--- config.mk ---
export PLATFORM = sky130hd
export DESIGN_NAME = scene_loader
export DESIGN_NICKNAME = d
export VERILOG_FILES = /design/src/rtl/scene_pkg.sv /design/src/rtl/scene_watchdog.sv /design/src/rtl/scene_loader.sv
export SDC_FILE = /design/constraint.sdc
export NUM_CORES = 2
export LEC_CHECK = 0
export ABC_AREA = 1
export BUFFER_PORTS_ARGS = -buffer_cell sky130_fd_sc_hd__clkbuf_2
export CORE_ASPECT_RATIO = 1.4
export CORE_UTILIZATION = 35
export DETAILED_ROUTE_END_ITERATION = 8
export GPL_ROUTABILITY_DRIVEN = 0
export GPL_TIMING_DRIVEN = 0
export PLACE_DENSITY_LB_ADDON = 0.2
export SYNTH_ARGS = -nofsm -noshare
export SYNTH_HDL_FRONTEND = slang
export SYNTH_SLANG_ARGS = --single-unit
--- constraint.sdc ---
create_clock -name clk_162 -period 2.5 [get_ports clk_162]
set_clock_uncertainty 0.1 [all_clocks]
set_input_delay 0.375 -clock clk_162 [delete_from_list [all_inputs] [get_ports clk_162]]
set_output_delay 0.375 -clock clk_162 [all_outputs]
set_load 0.01 [all_outputs]
--- src/rtl/scene_pkg.sv ---
// rtl/scene_pkg.sv - scene frame constants, FSM states and record field offsets
package scene_pkg;

    typedef enum logic [2:0] {
        IDLE,
        COUNT,
        BODY,
        CHECK,
        COMMIT
    } state_t;

    localparam logic [7:0] SYNC_BYTE = 8'hA5;

    // Bytes in one sprite record: locations, velocities, mass, radius.
    function automatic int rec_bytes(input int width, input int dims);
        return 2 * dims * (width / 8) + width / 16 + 1;
    endfunction

    // Byte offset of location word d inside a record.
    function automatic int loc_off(input int width, input int d);
        return d * (width / 8);
    endfunction

    // Byte offset of velocity word d inside a record.
    function automatic int velo_off(input int width, input int dims, input int d);
        return (dims + d) * (width / 8);
    endfunction

    // Byte offset of the mass field inside a record.
    function automatic int mass_off(input int width, input int dims);
        return 2 * dims * (width / 8);
    endfunction

    // Byte offset of the radius byte inside a record.
    function automatic int rad_off(input int width, input int dims);
        return mass_off(width, dims) + width / 16;
    endfunction

endpackage

--- src/rtl/scene_watchdog.sv ---
// rtl/scene_watchdog.sv - idle-cycle counter that flags a stalled frame
module scene_watchdog #(
    parameter int TIMEOUT_CYC = 1024
) (
    input  logic clk_i,
    input  logic rst_i,
    input  logic active_i,
    input  logic xfer_i,
    output logic expired_o
);

    localparam int CNT_W = $clog2(TIMEOUT_CYC + 1);

    logic [CNT_W-1:0] cnt_q;
    logic [CNT_W-1:0] cnt_d;

    // Fires on the TIMEOUT_CYC-th consecutive idle cycle while a frame is open.
    assign expired_o = active_i && !xfer_i && (cnt_q == CNT_W'(TIMEOUT_CYC - 1));

    // Count idle cycles; any transfer or leaving the frame restarts the count.
    always_comb begin
        cnt_d = cnt_q;
        if (!active_i || xfer_i) begin
            cnt_d = '0;
        end else if (!expired_o) begin
            cnt_d = cnt_q + CNT_W'(1);
        end
    end

    // Idle counter register.
    always_ff @(posedge clk_i) begin
        if (rst_i) begin
            cnt_q <= '0;
        end else begin
            cnt_q <= cnt_d;
        end
    end

endmodule

--- src/rtl/scene_loader.sv ---
// rtl/scene_loader.sv - framed scene byte-stream unpacker (optional stall timeout: SCENE_LOADER_TIMEOUT_EN)
module scene_loader
    import scene_pkg::*;
#(
    parameter int SPRITES     = 9,
    parameter int WIDTH       = 32,
    parameter int DIMENSIONS  = 2,
    parameter int TIMEOUT_CYC = 1024
) (
    input  logic                               clk_162,
    input  logic                               rst,
    input  logic [7:0]                         in_data,
    input  logic                               in_valid,
    output logic                               in_ready,
    output logic [SPRITES*DIMENSIONS*WIDTH-1:0] init_locations,
    output logic [SPRITES*DIMENSIONS*WIDTH-1:0] init_velos,
    output logic [SPRITES*WIDTH/2-1:0]          masses,
    output logic [SPRITES*7-1:0]                radii,
    output logic                               data_ready,
    output logic                               frame_err,
    output logic                               busy
);

    localparam int REC_B  = rec_bytes(WIDTH, DIMENSIONS);
    localparam int WB     = WIDTH / 8;
    localparam int MB     = WIDTH / 16;
    localparam int SIDX_W = (SPRITES > 1) ? $clog2(SPRITES) : 1;
    localparam int BIDX_W = $clog2(REC_B);
    localparam int LW     = SPRITES * DIMENSIONS * WIDTH;
    localparam int MW     = SPRITES * WIDTH / 2;
    localparam int RW     = SPRITES * 7;

    state_t              state_q;
    logic [SIDX_W-1:0]   sprite_idx_q;
    logic [SIDX_W-1:0]   last_sprite_q;
    logic [BIDX_W-1:0]   byte_idx_q;
    logic [7:0]          csum_q;
    logic [7:0]          shadow_q [SPRITES][REC_B];
    logic [LW-1:0]       locs_q;
    logic [LW-1:0]       velos_q;
    logic [MW-1:0]       masses_q;
    logic [RW-1:0]       radii_q;
    logic                data_ready_q;
    logic                frame_err_q;
    logic                busy_q;

    logic [LW-1:0]       dec_loc;
    logic [LW-1:0]       dec_velo;
    logic [MW-1:0]       dec_mass;
    logic [RW-1:0]       dec_rad;
    logic                xfer;
    logic                wd_expired;

    assign in_ready       = (state_q != COMMIT);
    assign xfer           = in_valid && in_ready;
    assign init_locations = locs_q;
    assign init_velos     = velos_q;
    assign masses         = masses_q;
    assign radii          = radii_q;
    assign data_ready     = data_ready_q;
    assign frame_err      = frame_err_q;
    assign busy           = busy_q;

`ifdef SCENE_LOADER_TIMEOUT_EN
    logic wd_active;
    assign wd_active = (state_q == COUNT) || (state_q == BODY) || (state_q == CHECK);

    scene_watchdog #(
        .TIMEOUT_CYC(TIMEOUT_CYC)
    ) u_watchdog (
        .clk_i    (clk_162),
        .rst_i    (rst),
        .active_i (wd_active),
        .xfer_i   (xfer),
        .expired_o(wd_expired)
    );
`else
    // Without the timeout a stalled frame waits forever; this never fires.
    assign wd_expired = (TIMEOUT_CYC < 0);
`endif

    // Reassemble the shadow record bytes (MSB first) into the output layouts.
    always_comb begin
        dec_loc  = '0;
        dec_velo = '0;
        dec_mass = '0;
        dec_rad  = '0;
        for (int s = 0; s < SPRITES; s++) begin
            for (int d = 0; d < DIMENSIONS; d++) begin
                for (int b = 0; b < WB; b++) begin
                    dec_loc[(s*DIMENSIONS+d)*WIDTH + WIDTH - 1 - 8*b -: 8] =
                        shadow_q[s][loc_off(WIDTH, d) + b];
                    dec_velo[(s*DIMENSIONS+d)*WIDTH + WIDTH - 1 - 8*b -: 8] =
                        shadow_q[s][velo_off(WIDTH, DIMENSIONS, d) + b];
                end
            end
            for (int b = 0; b < MB; b++) begin
                dec_mass[s*(WIDTH/2) + WIDTH/2 - 1 - 8*b -: 8] =
                    shadow_q[s][mass_off(WIDTH, DIMENSIONS) + b];
            end
            dec_rad[s*7 +: 7] = shadow_q[s][rad_off(WIDTH, DIMENSIONS)][6:0];
        end
    end

    // Frame FSM: sync, count, record body, checksum, then a one-cycle commit.
    always_ff @(posedge clk_162) begin
        if (rst) begin
            state_q       <= IDLE;
            sprite_idx_q  <= '0;
            last_sprite_q <= '0;
            byte_idx_q    <= '0;
            csum_q        <= '0;
            locs_q        <= '0;
            velos_q       <= '0;
            masses_q      <= '0;
            radii_q       <= '0;
            data_ready_q  <= 1'b0;
            frame_err_q   <= 1'b0;
            busy_q        <= 1'b0;
            for (int s = 0; s < SPRITES; s++) begin
                for (int b = 0; b < REC_B; b++) begin
                    shadow_q[s][b] <= '0;
                end
            end
        end else begin
            data_ready_q <= 1'b0;
            frame_err_q  <= 1'b0;
            case (state_q)
                IDLE: begin
                    if (xfer && (in_data == SYNC_BYTE)) begin
                        busy_q  <= 1'b1;
                        state_q <= COUNT;
                    end
                end
                COUNT: begin
                    if (wd_expired) begin
                        frame_err_q <= 1'b1;
                        busy_q      <= 1'b0;
                        state_q     <= IDLE;
                    end else if (xfer) begin
                        if ((in_data == 8'd0) || (in_data > 8'(SPRITES))) begin
                            frame_err_q <= 1'b1;
                            busy_q      <= 1'b0;
                            state_q     <= IDLE;
                        end else begin
                            last_sprite_q <= SIDX_W'(in_data - 8'd1);
                            csum_q        <= in_data;
                            sprite_idx_q  <= '0;
                            byte_idx_q    <= '0;
                            for (int s = 0; s < SPRITES; s++) begin
                                for (int b = 0; b < REC_B; b++) begin
                                    shadow_q[s][b] <= '0;
                                end
                            end
                            state_q <= BODY;
                        end
                    end
                end
                BODY: begin
                    if (wd_expired) begin
                        frame_err_q <= 1'b1;
                        busy_q      <= 1'b0;
                        state_q     <= IDLE;
                    end else if (xfer) begin
                        shadow_q[sprite_idx_q][byte_idx_q] <= in_data;
                        csum_q <= csum_q ^ in_data;
                        if (byte_idx_q == BIDX_W'(REC_B - 1)) begin
                            byte_idx_q <= '0;
                            if (sprite_idx_q == last_sprite_q) begin
                                state_q <= CHECK;
                            end else begin
                                sprite_idx_q <= sprite_idx_q + SIDX_W'(1);
                            end
                        end else begin
                            byte_idx_q <= byte_idx_q + BIDX_W'(1);
                        end
                    end
                end
                CHECK: begin
                    if (wd_expired) begin
                        frame_err_q <= 1'b1;
                        busy_q      <= 1'b0;
                        state_q     <= IDLE;
                    end else if (xfer) begin
                        busy_q <= 1'b0;
                        if (in_data == csum_q) begin
                            locs_q       <= dec_loc;
                            velos_q      <= dec_velo;
                            masses_q     <= dec_mass;
                            radii_q      <= dec_rad;
                            data_ready_q <= 1'b1;
                            state_q      <= COMMIT;
                        end else begin
                            frame_err_q <= 1'b1;
                            state_q     <= IDLE;
                        end
                    end
                end
                COMMIT: begin
                    state_q <= IDLE;
                end
                default: begin
                    busy_q  <= 1'b0;
                    state_q <= IDLE;
                end
            endcase
        end
    end

endmodule
==> results.sh <==
export IMPL_die_h_um=651
export IMPL_grt_max_degree=17
export IMPL_p_comb_share_pct=4.3
export IMPL_critical_path_required_ns=2.99
export IMPL_max_freq_mhz=387
export IMPL_final_cell_area_um2=132000
export IMPL_cts_buffers=289
export IMPL_htreeDepth=5
export IMPL_setup_viol=25
export IMPL_cellPowerDensity_nw_per_um2=735
export IMPL_synth_edff_count=1359
export IMPL_cts_num_sinks=2745
export IMPL_area_growth_syn_to_layout_pct=25.4
export IMPL_drive_above_1_share_pct=19.5
export IMPL_ir_worst_vdd_mv=0.511
export IMPL_hold_depth=7
export IMPL_critPathLaunchType="input pin"
export IMPL_die_x_um=466
export IMPL_synth_cell_types=30
export IMPL_p_switching_uw=23300
export IMPL_drt_wl_total_mm=518
export IMPL_finalCritPeriodShare_pct=103
export IMPL_cap_violations=1
export IMPL_worst_setup_path_end_kind="flop"
export IMPL_p_sw_share_pct=24.0
export IMPL_clockPowerShare_pct=45.7
export IMPL_row_count=238
export IMPL_wire_per_inst_um=28.4
export IMPL_synth_top_area_share_pct=38.7
export IMPL_violations="max-capacitance violations, max-slew violations, negative setup slack"
export IMPL_seq_area_um2=68600
export IMPL_critPathMaxFanout=10
export IMPL_ys_ff_latch=2745
export IMPL_hold_ws_ns=0.0791
export IMPL_grt_pass1_vias=79200
export IMPL_fin_ws_ns=-0.0817
export IMPL_design_core_area_um2=300000
export IMPL_timing_rr_start="sprite_idx_q[1]$_SDFFE_PP0P_"
export IMPL_cts_tree="done"
export IMPL_drc=0
export IMPL_fin_crit_ns=2.58
export IMPL_arrival_ns=3.07
export IMPL_grt_pass1_wl_mm=675
export IMPL_worstHoldEndpoint="frame_err$_SDFF_PP0_"
export IMPL_grt_total_usage_pct=33.1
export IMPL_cts_path_max_buffers=4
export IMPL_io_buffers=1372
export IMPL_clkSlewWorstSetupHoldPaths_ns=0.07
export IMPL_layout_cells_non_filler=18200
export IMPL_io_pins=1374
export IMPL_r2r_cells=8
export IMPL_multi_input_area_um2=30800
export IMPL_avgSynthCellArea_um2=8.68
export IMPL_slew_headroom_pct=-0.996
export IMPL_synth_ff_type="dfxtp_1"
export IMPL_placedCellCount=17500
export IMPL_ys_top_cells_by_count="nor2_1 (4121), nand2_1 (3031), inv_1 (1388)"
export IMPL_grt_ovfl_total=0
export IMPL_clk_latency_ns=0.91
export IMPL_synth_most_common_cell="nor2_1"
export IMPL_synthArstFlopShare_pct=0
export IMPL_grt_setup_unrepaired="yes"
export IMPL_drt_pass1_iterations=6
export IMPL_hold_path_class="in2reg"
export IMPL_postSynthCellCount=12100
export IMPL_yosys_area_top_type="edfxtp_1"
export IMPL_tightest_slew_ns=1.51
export IMPL_crit_slowest_cell="clkbuf_2"
export IMPL_vias=85200
export IMPL_syn_nets=12200
export IMPL_antenna_found_initial=52
export IMPL_maxSlewViolCount=11
export IMPL_fillerInstances=29700
export IMPL_r2r_slack_ns=0.01
export IMPL_reg2reg_to="shadow_q[8][61]$_SDFFCE_PN0P_"
export IMPL_synthTopCellsByArea="edfxtp_1 (39%), dfxtp_1 (26%), nor2_1 (15%), nand2_1 (11%), inv_1 (4.9%)"
export IMPL_cts_root_buffer="clkbuf_16"
export IMPL_hold_viol_final=0
export IMPL_netlist_area_um2=105000
export IMPL_cp_common_cell="clkbuf_2"
export IMPL_critPathMaxStageDelay_ns=0.85
export IMPL_worstPathCellList="clkbuf_2 -> inv_1 -> clkbuf_2 -> clkbuf_2 -> clkbuf_1 -> nor2_1"
export IMPL_ys_seq_area_share_pct=65.0
export IMPL_ys_warn_count=0
export IMPL_nets=14000
export IMPL_crit_type="in2reg"
export IMPL_post_dp_cell_area_um2=118000
export IMPL_drt_first_iter_violations=7403
export IMPL_dp_hpwl_mm=383
export IMPL_start_util_pct=35.2
export IMPL_p_int_uw=74000
export IMPL_ant_nets=0
export IMPL_via_per_inst=4.68
export IMPL_p_seq_share_pct=50.0
export IMPL_p_leak_uw=0.0666
export IMPL_pre_cts_slack_ns=-3.95
export IMPL_status="finished with violations"
export IMPL_dieArea_um2=304000
export IMPL_hold_start="in_data[2]"
-- routing by layer --
metal / global-route usage, % / share of wire (%) / vias up
li1: - / - / 40200
met1: 37.1 / 36 / 40700
met2: 54.7 / 47 / 3385
met3: 8.71 / 8.5 / 854
met4: 22.9 / 8.2 / 18
met5: 0 / 0.025 / -
-- cells by family after synthesis --
family,after synthesis,share of synthesized area (%)
and+or+nand+nor,7299,26.5
DFF,2745,65.0
buffers and inverters,2037,8.03
AOI/OAI and AO/OA,40,0.192
xor gates and xnor gates,15,0.132
adders and majority gates,11,0.131
-- metrics by stage --
step / power (uW) / util [%] / TNS [ns]
finish: 97300 / 44.1 / -1.01
global route: 99400 / 44.1 / -0.873
CTS: 97500 / 43.8 / -6.79
detailed placement: 53100 / 39.3 / -6617.11
global placement: 53000 / 39.1 / -8222.89
floorplan: 50700 / - / 0
-- worst max-delay path: cells and delay by family --
family / cells / cell delay [ns]
and+or+nand+nor: 1 / 0.12
buffers and inverters: 5 / 2.48
-- layout make-up --
cell class                      count  share of cell area (%)
Timing Repair Buffer             1549                    7.04
Buffer                            637                    2.86
Sequential cell                  2745                    51.8
Multi-Input combinational cell   7365                    23.3
Clock buffer                      400                    6.23
Tap cell                         3960                    3.75
Inverter                         1398                    3.97
Antenna cell                       31                  0.0587
Clock inverter                    123                   0.939
-- power groups by stage --
stage / clock (uW) / sequential (uW) / combinational, uW
floorplan: 0 / 49200 / 1470
global placement: 0 / 49600 / 3360
detailed placement: 0 / 49600 / 3490
CTS: 44900 / 48600 / 4050
global route: 46500 / 48700 / 4240
finish: 44500 / 48600 / 4170
-- placed cells by master, fill, tap and decap left out, types with 44 or more instances in the layout --
master	netlist	layout
buf_4	2	81
nor2_1	4121	4113
nand2_2	79	100
buf_6	67	89
clkinv_2	0	44
inv_1	1388	1388
clkbuf_2	0	1451
dfxtp_1	1386	1385
buf_12	0	69
edfxtp_1	1359	1359
nand2_4	3	196
nand2_1	3031	2765
buf_2	248	206
clkbuf_1	321	293
clkbuf_16	0	306
nand2_8	0	52
-- sequential cells by signal, summed over array words and instances, names as in the netlist --
register        count
shadow_q         1359
state_q             3
init_locations    576
csum_q              8
radii              63
sprite_idx_q        4
init_velos        576
busy                1
last_sprite_q       4
data_ready          1
frame_err           1
masses            144
byte_idx_q          5
-- how the worst max path moves through the flow --
stage / endpoint / start / cells past startpoint
2_1_floorplan: shadow_q[5][100]$_SDFFCE_PN0P_ / in_data[0] / 12
3_3_place_gp: shadow_q[8][124]$_SDFFCE_PN0P_ / in_data[0] / 13
3_5_place_dp: shadow_q[6][48]$_SDFFCE_PN0P_ / in_data[0] / 14
4_1_cts: shadow_q[3][54]$_SDFFCE_PN0P_ / state_q[0]$_SDFFE_PP0P_ / 11
5_1_grt: shadow_q[5][63]$_SDFFCE_PN0P_ / state_q[0]$_SDFFE_PP0P_ / 12
6_report: shadow_q[6][20]$_SDFFCE_PN0P_ / in_data[4] / 6
-- repair_timing --
action / in CTS / in global routing
setup buffers: 115 / 13
resized for setup: 652 / 126
cloned: 1 / 1
endpoints found under the setup margin: 4102 / 1396
hold buffers: 20 / 0
pin swaps: 36 / 31
hold endpoints to repair: 22 / 0
Power figures use the tool's default switching activity.
